$ cat src/rtl/stacked_regfile_pkg.sv
// rtl/stacked_regfile_pkg.sv - shared constants and types for the integer register file
// Optional feature macro: STACKED_REGFILE_WRITE_BYPASS_EN (write-to-read forwarding)
package stacked_regfile_pkg;

   localparam int WIDTH_C  = 32;
   localparam int ADDR_W_C = 5;
   localparam int NREGS_C  = 2 ** ADDR_W_C;

   typedef logic [WIDTH_C-1:0]  reg_t;
   typedef logic [ADDR_W_C-1:0] addr_t;

   // Register x0 is hardwired to zero in the RISC-V integer file
   function automatic logic is_x0(input addr_t addr);
      return (addr == '0);
   endfunction

endpackage

$ cat src/rtl/stacked_regfile_rdport.sv
// rtl/stacked_regfile_rdport.sv - one combinational read port with x0 masking and optional bypass
// Optional feature macro: STACKED_REGFILE_WRITE_BYPASS_EN (forward i_w_data on address match)
module stacked_regfile_rdport
   import stacked_regfile_pkg::*;
#(
   parameter int WIDTH  = WIDTH_C,
   parameter int ADDR_W = ADDR_W_C
) (
   input  logic              i_reset,
   input  logic [ADDR_W-1:0] i_rd_addr,
   input  logic [WIDTH-1:0]  i_rd_raw,
   input  logic              i_w_ena,
   input  logic [ADDR_W-1:0] i_w_addr,
   input  logic [WIDTH-1:0]  i_w_data,
   output logic [WIDTH-1:0]  o_rd_data
);

   logic addr_is_zero;

   assign addr_is_zero = (i_rd_addr == '0);

`ifdef STACKED_REGFILE_WRITE_BYPASS_EN
   logic bypass_hit;

   // A write landing on this address this cycle is forwarded so the consumer sees it with zero latency
   always_comb begin
      bypass_hit = i_w_ena && i_reset && (i_w_addr == i_rd_addr) && !addr_is_zero;
      o_rd_data  = '0;
      if (addr_is_zero) begin
         o_rd_data = '0;
      end else if (bypass_hit) begin
         o_rd_data = i_w_data;
      end else begin
         o_rd_data = i_rd_raw;
      end
   end
`else
   // Write-side inputs only matter for forwarding; sink them so the port stays uniform across builds
   logic unused_wr_sink;
   assign unused_wr_sink = &{1'b0, i_reset, i_w_ena, i_w_addr, i_w_data};

   // Stored value is shown until the write edge; x0 always reads zero
   always_comb begin
      o_rd_data = '0;
      if (!addr_is_zero) begin
         o_rd_data = i_rd_raw;
      end
   end
`endif

endmodule

$ cat src/rtl/stacked_regfile.sv
// rtl/stacked_regfile.sv - 32x32 integer register file, two read ports, one write port
// Optional feature macro: STACKED_REGFILE_WRITE_BYPASS_EN (write-to-read forwarding in the read ports)
module stacked_regfile
   import stacked_regfile_pkg::*;
#(
   parameter int WIDTH  = WIDTH_C,
   parameter int ADDR_W = ADDR_W_C
) (
   input  logic              i_clk,
   input  logic              i_reset,
   input  logic [ADDR_W-1:0] i_a_addr,
   input  logic [ADDR_W-1:0] i_b_addr,
   input  logic              i_w_ena,
   input  logic [ADDR_W-1:0] i_w_addr,
   input  logic [WIDTH-1:0]  i_w_data,
   output logic [WIDTH-1:0]  o_a_data,
   output logic [WIDTH-1:0]  o_b_data
);

   localparam int NREGS = 2 ** ADDR_W;

   logic [WIDTH-1:0] regs_q [NREGS];
   logic [WIDTH-1:0] regs_d [NREGS];
   logic [WIDTH-1:0] a_raw;
   logic [WIDTH-1:0] b_raw;

   // Next-state of the array: only the addressed register changes, and x0 never takes a write
   always_comb begin
      for (int i = 0; i < NREGS; i++) begin
         regs_d[i] = regs_q[i];
      end
      if (i_w_ena && (i_w_addr != '0)) begin
         regs_d[i_w_addr] = i_w_data;
      end
   end

   // Storage: asynchronous clear dominates, so writes are lost while reset is held
   always_ff @(posedge i_clk or negedge i_reset) begin
      if (!i_reset) begin
         for (int i = 0; i < NREGS; i++) begin
            regs_q[i] <= '0;
         end
      end else begin
         for (int i = 0; i < NREGS; i++) begin
            regs_q[i] <= regs_d[i];
         end
      end
   end

   // Raw array lookup for each port; masking and forwarding happen in the port modules
   always_comb begin
      a_raw = regs_q[i_a_addr];
      b_raw = regs_q[i_b_addr];
   end

   stacked_regfile_rdport #(
      .WIDTH  (WIDTH),
      .ADDR_W (ADDR_W)
   ) u_rdport_a (
      .i_reset   (i_reset),
      .i_rd_addr (i_a_addr),
      .i_rd_raw  (a_raw),
      .i_w_ena   (i_w_ena),
      .i_w_addr  (i_w_addr),
      .i_w_data  (i_w_data),
      .o_rd_data (o_a_data)
   );

   stacked_regfile_rdport #(
      .WIDTH  (WIDTH),
      .ADDR_W (ADDR_W)
   ) u_rdport_b (
      .i_reset   (i_reset),
      .i_rd_addr (i_b_addr),
      .i_rd_raw  (b_raw),
      .i_w_ena   (i_w_ena),
      .i_w_addr  (i_w_addr),
      .i_w_data  (i_w_data),
      .o_rd_data (o_b_data)
   );

endmodule

$ cat config.mk
export PLATFORM = sky130hd
export DESIGN_NAME = stacked_regfile
export DESIGN_NICKNAME = d
export VERILOG_FILES = /design/src/rtl/stacked_regfile_pkg.sv /design/src/rtl/stacked_regfile_rdport.sv /design/src/rtl/stacked_regfile.sv
export SDC_FILE = /design/constraint.sdc
export NUM_CORES = 2
export LEC_CHECK = 0
export ABC_CLOCK_PERIOD_IN_PS = 4400
export CORE_UTILIZATION = 45
export DETAILED_ROUTE_END_ITERATION = 6
export GPL_ROUTABILITY_DRIVEN = 0
export HOLD_SLACK_MARGIN = 0.03
export PLACE_DENSITY = 0.67
export REMOVE_ABC_BUFFERS = 1
export SETUP_SLACK_MARGIN = 0.2
export SLEW_MARGIN = 20
export SYNTH_ARGS = -nofsm -noshare
export SYNTH_HDL_FRONTEND = slang
export SYNTH_SLANG_ARGS = --single-unit
$ cat constraint.sdc
create_clock -name i_clk -period 4.4 [get_ports i_clk]
set_input_delay 1.32 -clock i_clk [delete_from_list [all_inputs] [get_ports i_clk]]
set_output_delay 1.32 -clock i_clk [all_outputs]
set_load 0.05 [all_outputs]
# [Word-level counts from Yosys, hierarchy flattened]
# Index checks and enable logic that the tools add are counted.
[totals] mem_count=0 ram_bits=0 inputBits=50 romBits=0 reg_bits=1024 out_inout_bits=64 latch_bits=0
[classes] add_sub_neg=0 multipliers=0 n_eq_ne=0 n_div=0 shift=0 n_reduce_logical=5 mux=11 bitwise_logic=3 n_lt_le_gt_ge=4
[op_table] cell="1024-bit bitwise mux" count=1
[op_table] cell="32-bit binary-select mux with 5-bit select" count=2
[op_table] cell="32-bit 2-to-1 mux" count=7
[op_table] cell="32-bit demux with 5-bit select" count=1
[op_table] cell="6-bit >= comparator, second input constant" count=3
[op_table] cell="5-bit inverter with 6-bit output" count=3
[op_table] cell="5-bit logical NOT" count=2
[op_table] cell="6-bit by 1-bit < comparator with 1-bit output, second input constant" count=1
[op_table] cell="5-bit nonzero test" count=1
[op_table] cell="1-bit logical AND" count=2

# [Longest topological paths before layout]
[logic_depth] depth_word=6 depth_mapped=7 ltp_nobuf=4

# [Cells and area by module]
# From an unflattened synthesis, not the netlist that was laid out.
[unflattened] hier_cells=4681 hier_area_um2=56585.5
[by_module_without_submodules] mod="stacked_regfile" instances=1 area_per_inst_um2=55942.4 cells_each=4601
[by_module_without_submodules] mod="stacked_regfile_rdport" instances=2 area_per_inst_um2=321.6 cells_each=40

# [Least setup slack after synthesis]
# Ideal clock, no wire load.
[synth_path] path_kind="input to output" startpoint="in i_a_addr[0]" endpoint="out o_a_data[10]" path_buffers=3 path_stages=7 arrival_ns=3.687 setup_slack_ns=-0.607 cell_sequence="buf_2 buf_2 nor2_1 clkbuf_1 a221oi_1 o21ai_0 a311oi_1"
[synth_between] elab_chain_len=5
[synth_rtl] element="start, declared" line_no="stacked_regfile.sv:11" source="input logic [ADDR_W-1:0] i_a_addr,"
[synth_rtl] element="5-bit inverter with 6-bit output (not written as such)" line_no="stacked_regfile.sv:52" source="a_raw = regs_q[i_a_addr];"
[synth_rtl] element="32-bit binary-select mux with 5-bit select" line_no="stacked_regfile.sv:52"
[synth_rtl] element="32-bit 2-to-1 mux (not written as such) (2 in a row)" line_no="stacked_regfile.sv:52"
[synth_rtl] element="32-bit 2-to-1 mux (*)" line_no="stacked_regfile_rdport.sv:45" source="if (!addr_is_zero) begin"
[synth_rtl] element="end, declared" line_no="stacked_regfile.sv:16" source="output logic [WIDTH-1:0] o_a_data,"
# Every way passes the cells marked *; elsewhere a longest branch is shown, timed or not. The select of a mux whose other input is x is not followed.

# [Worst setup path after layout]
[layout_path] startpoint="in i_a_addr[1]" endpoint="out o_a_data[5]"
# The elaborated chain is that of the path after synthesis.

==> results.py <==
metrics = {
    "floorplanning": {
        "num_io_pins": 114,
        "rows": 127,
        "fp.dieH_um": 349,
        "die_area_um2": 122000,
        "start_util": 0.453,
        "coreArea_um2": 120000,
        "die_w_um": 349,
    },
    "global_route": {
        "grt_pass1_vias": 39000,
        "grt_remaining_overflow": 0,
        "antenna_found_initial": 3,
        "grt_max_degree": 98,
        "grt_usage": 0.308,
        "grt_pass1_wl_um": 274000,
    },
    "routing": {
        "wl_per_cell_um": 32.7,
        "drtPass1Iterations": 7,
        "ant_nets": 0,
        "drc": 0,
        "routed_via_density": 6.62,
        "vias": 37900,
        "routed_wl_um": 187000,
        "drt_iter0_drc": 3929,
    },
    "cells_and_area": {
        "top_register": "regs_q",
        "final_util": 0.588,
        "final_area_um2": 70400,
        "largest_reg_flops": 1024,
        "drive_gt1_frac": 0.650,
        "instances_no_fill": 5730,
        "final_nets": 4084,
        "area_delta_synth_final_pct": 29.6,
        "top_regs": "regs_q x1024",
    },
    "sta": {
        "timing.fmax_mhz": 224,
        "tightest_slew_ns": 1.13,
        "post-route-period-util": 1.02,
        "setup_viol": 34,
        "min_period_ns": 4.47,
        "rsz0062_at_grt": "yes",
        "hold_ws_ns": 0.395,
        "hold_viol": 0,
        "max_slew_margin": 0.245,
        "skew_ns": 0,
        "drv_slew": 0,
        "worst_slack_ns": -0.0737,
    },
    "worst_setup_path": {
        "crit_path_start_kind": "input port",
        "cp.arrival_ns": 3.15,
        "end_kind": "primary output",
        "cp_max_fo": 10,
        "critPathKind": "input port to primary output",
        "required_ns": 3.08,
    },
    "job": {
        "drv_cap": 0,
    },
    "run_status": {
        "violations": "setup timing",
        "outcome": "finished with violations",
    },
    "cts": {
        "clk_latency_ns": 0.70,
        "cts_tree": "built",
        "postCtsHoldBufs": 0,
        "clk_root_buffer_cell": "clkbuf_16",
        "clk_pin_slew_worst_paths_ns": 0.05,
        "cts_made_buffers": 111,
        "htree_levels": 3,
        "cts_sinks": 1024,
        "cts.path.max_buffers": 3,
    },
    "power_and_ir_drop": {
        "power_leakage_uw": 0.0302,
        "power.density_nw_per_um2": 422,
        "ir_worst_vdd_mv": 0.353,
    },
    "place": {
        "place_inst": 5344,
        "hpwl_um": 105000,
        "portBuffers": 113,
        "place_ws_ns": -0.469,
        "place_area_um2": 61100,
    },
    "synthesis": {
        "synth_seq_area_share": 0.472,
        "syn_area_um2": 54300,
        "synthDominantCellAreaShare": 0.472,
        "yosysTopAreaCell": "dfrtp_1",
        "synth.area.top_cells": "dfrtp_1 47%, mux2_2 21%, mux4_2 19%",
        "syn_inst": 3621,
        "ys_warn_count": 0,
        "ys_ff_latch": 1024,
        "syn_area_per_cell_um2": 15.0,
        "synthDistinctLibCells": 34,
    },
    "min_path": {
        "hold_class": "register to register",
    },
}
## where the power goes
part	internal [uW]	leakage [uW]	switching [uW]
logic	4390	0.0152	2980
clock network	5780	0.00185	3960
registers	11200	0.0131	1370
## through the flow
stage / setup TNS, ns / total power, uW
after floorplan: -55.84 / 16300
after CTS: -0.586 / 29400
after global routing: -1.90 / 30700
final: -1.15 / 29700
after global placement: -16.14 / 18700
after detailed placement: -16.17 / 19000
## critical path, stage by stage
cell and delay [ns]:
buf_16 0.14, buf_12 0.15, nor2b_4 0.15, buf_12 0.16, a221oi_2 0.28, o21ai_1 0.16, a311oi_2 0.41, buf_4 0.19
buf_12 0.13
## cell type report
| class | instances | area [um2] |
|---|---|---|
| inverter | 2 | 12.5 |
| clock buffer | 159 | 3240 |
| sequential | 1024 | 25600 |
| timing repair buffer | 732 | 9980 |
| antenna | 2 | 5.00 |
| multi-input combinational | 2163 | 29000 |
| clock inverter | 36 | 505 |
| tap | 1612 | 2020 |
| fill | 8997 | 49400 |
## cell usage after synthesis
master,n
mux2_2,1035
dfrtp_1,1024
mux4_2,448
clkbuf_1,223
buf_2,137
mux2i_1,128
o21ai_0,111
nor2b_1,70
a211oi_1,64
a22oi_1,64
a311oi_1,64
a221oi_1,47
nand2_1,47
buf_1,40
buf_4,28
mux2_1,21
nor2_1,19
o2111ai_1,17
nand2b_1,5
nand4b_1,3
nor3_1,3
or3_1,3
and2_1,2
and3_1,2
clkbuf_2,2
clkbuf_4,2
inv_1,2
nor3b_1,2
or2_2,2
or4_1,2
buf_6,1
nand3_1,1
nand4_1,1
nor4_2,1
## timing repair
action | in CTS | in global routing
setup buffers | 110 | 39
setup endpoints to repair | 64 | 64
gates cloned | 38 | 2
pin swaps | 71 | 67
gates resized for setup | 548 | 168
## cell families (layout without fill, tap and decap cells)
logic type	after synthesis	count (layout)	share of synthesized area
AND/OR/NAND/NOR	163	164	0.0160
multiplexers	1632	1632	0.428
flip-flops	1024	1024	0.472
other	0	2	0
buffers and inverters	435	929	0.0355
AO/OA/AOI/OAI	367	367	0.0486
## path summary, 6_finish.rpt
kind	startpoint	endpoint	slack [ns]	cells after the start
setup / recovery	i_a_addr[1]	o_a_data[5]	-0.07	9
hold / removal	regs_q[1016]$_DFFE_PN0P_	regs_q[1016]$_DFFE_PN0P_	0.39	0
setup reg to reg	regs_q[834]$_DFFE_PN0P_	regs_q[834]$_DFFE_PN0P_	3.57	1
hold reg to reg	regs_q[1016]$_DFFE_PN0P_	regs_q[1016]$_DFFE_PN0P_	0.39	0
max in group asynchronous	i_reset	regs_q[971]$_DFFE_PN0P_	2.62	3
min in group asynchronous	i_reset	regs_q[848]$_DFFE_PN0P_	0.61	1
## placed cells by master (no fill, tap or decap), types with 19 or more instances in the layout
cell type        Yosys  final
dfrtp_1           1024   1024
mux2_2            1035    999
mux4_2             448    448
buf_4               28    330
buf_12               0    207
mux2i_1            128    126
clkbuf_16            0    125
o21ai_2              0     59
nor2b_1             70     57
buf_6                1     57
buf_16               0     55
a22oi_2              0     46
a211oi_2             0     40
o21ai_1              0     37
mux2_4               0     36
a311oi_2             0     34
nand2_1             47     34
clkdlybuf4s50_1      0     34
buf_8                0     29
a221oi_2             0     28
clkbuf_1           223     23
clkbuf_8             0     22
mux2_1              21     21
a211oi_1            64     19
clkinv_2             0     19
## routing by layer
metal,GRT usage,vias up,wire [um]
met2,0.472,1974,86100
met1,0.423,20500,75700
met4,0.130,4,8510
met3,0.0683,465,17200
met5,0,-,27
li1,-,14900,-
(Power assumes the default switching activity.)
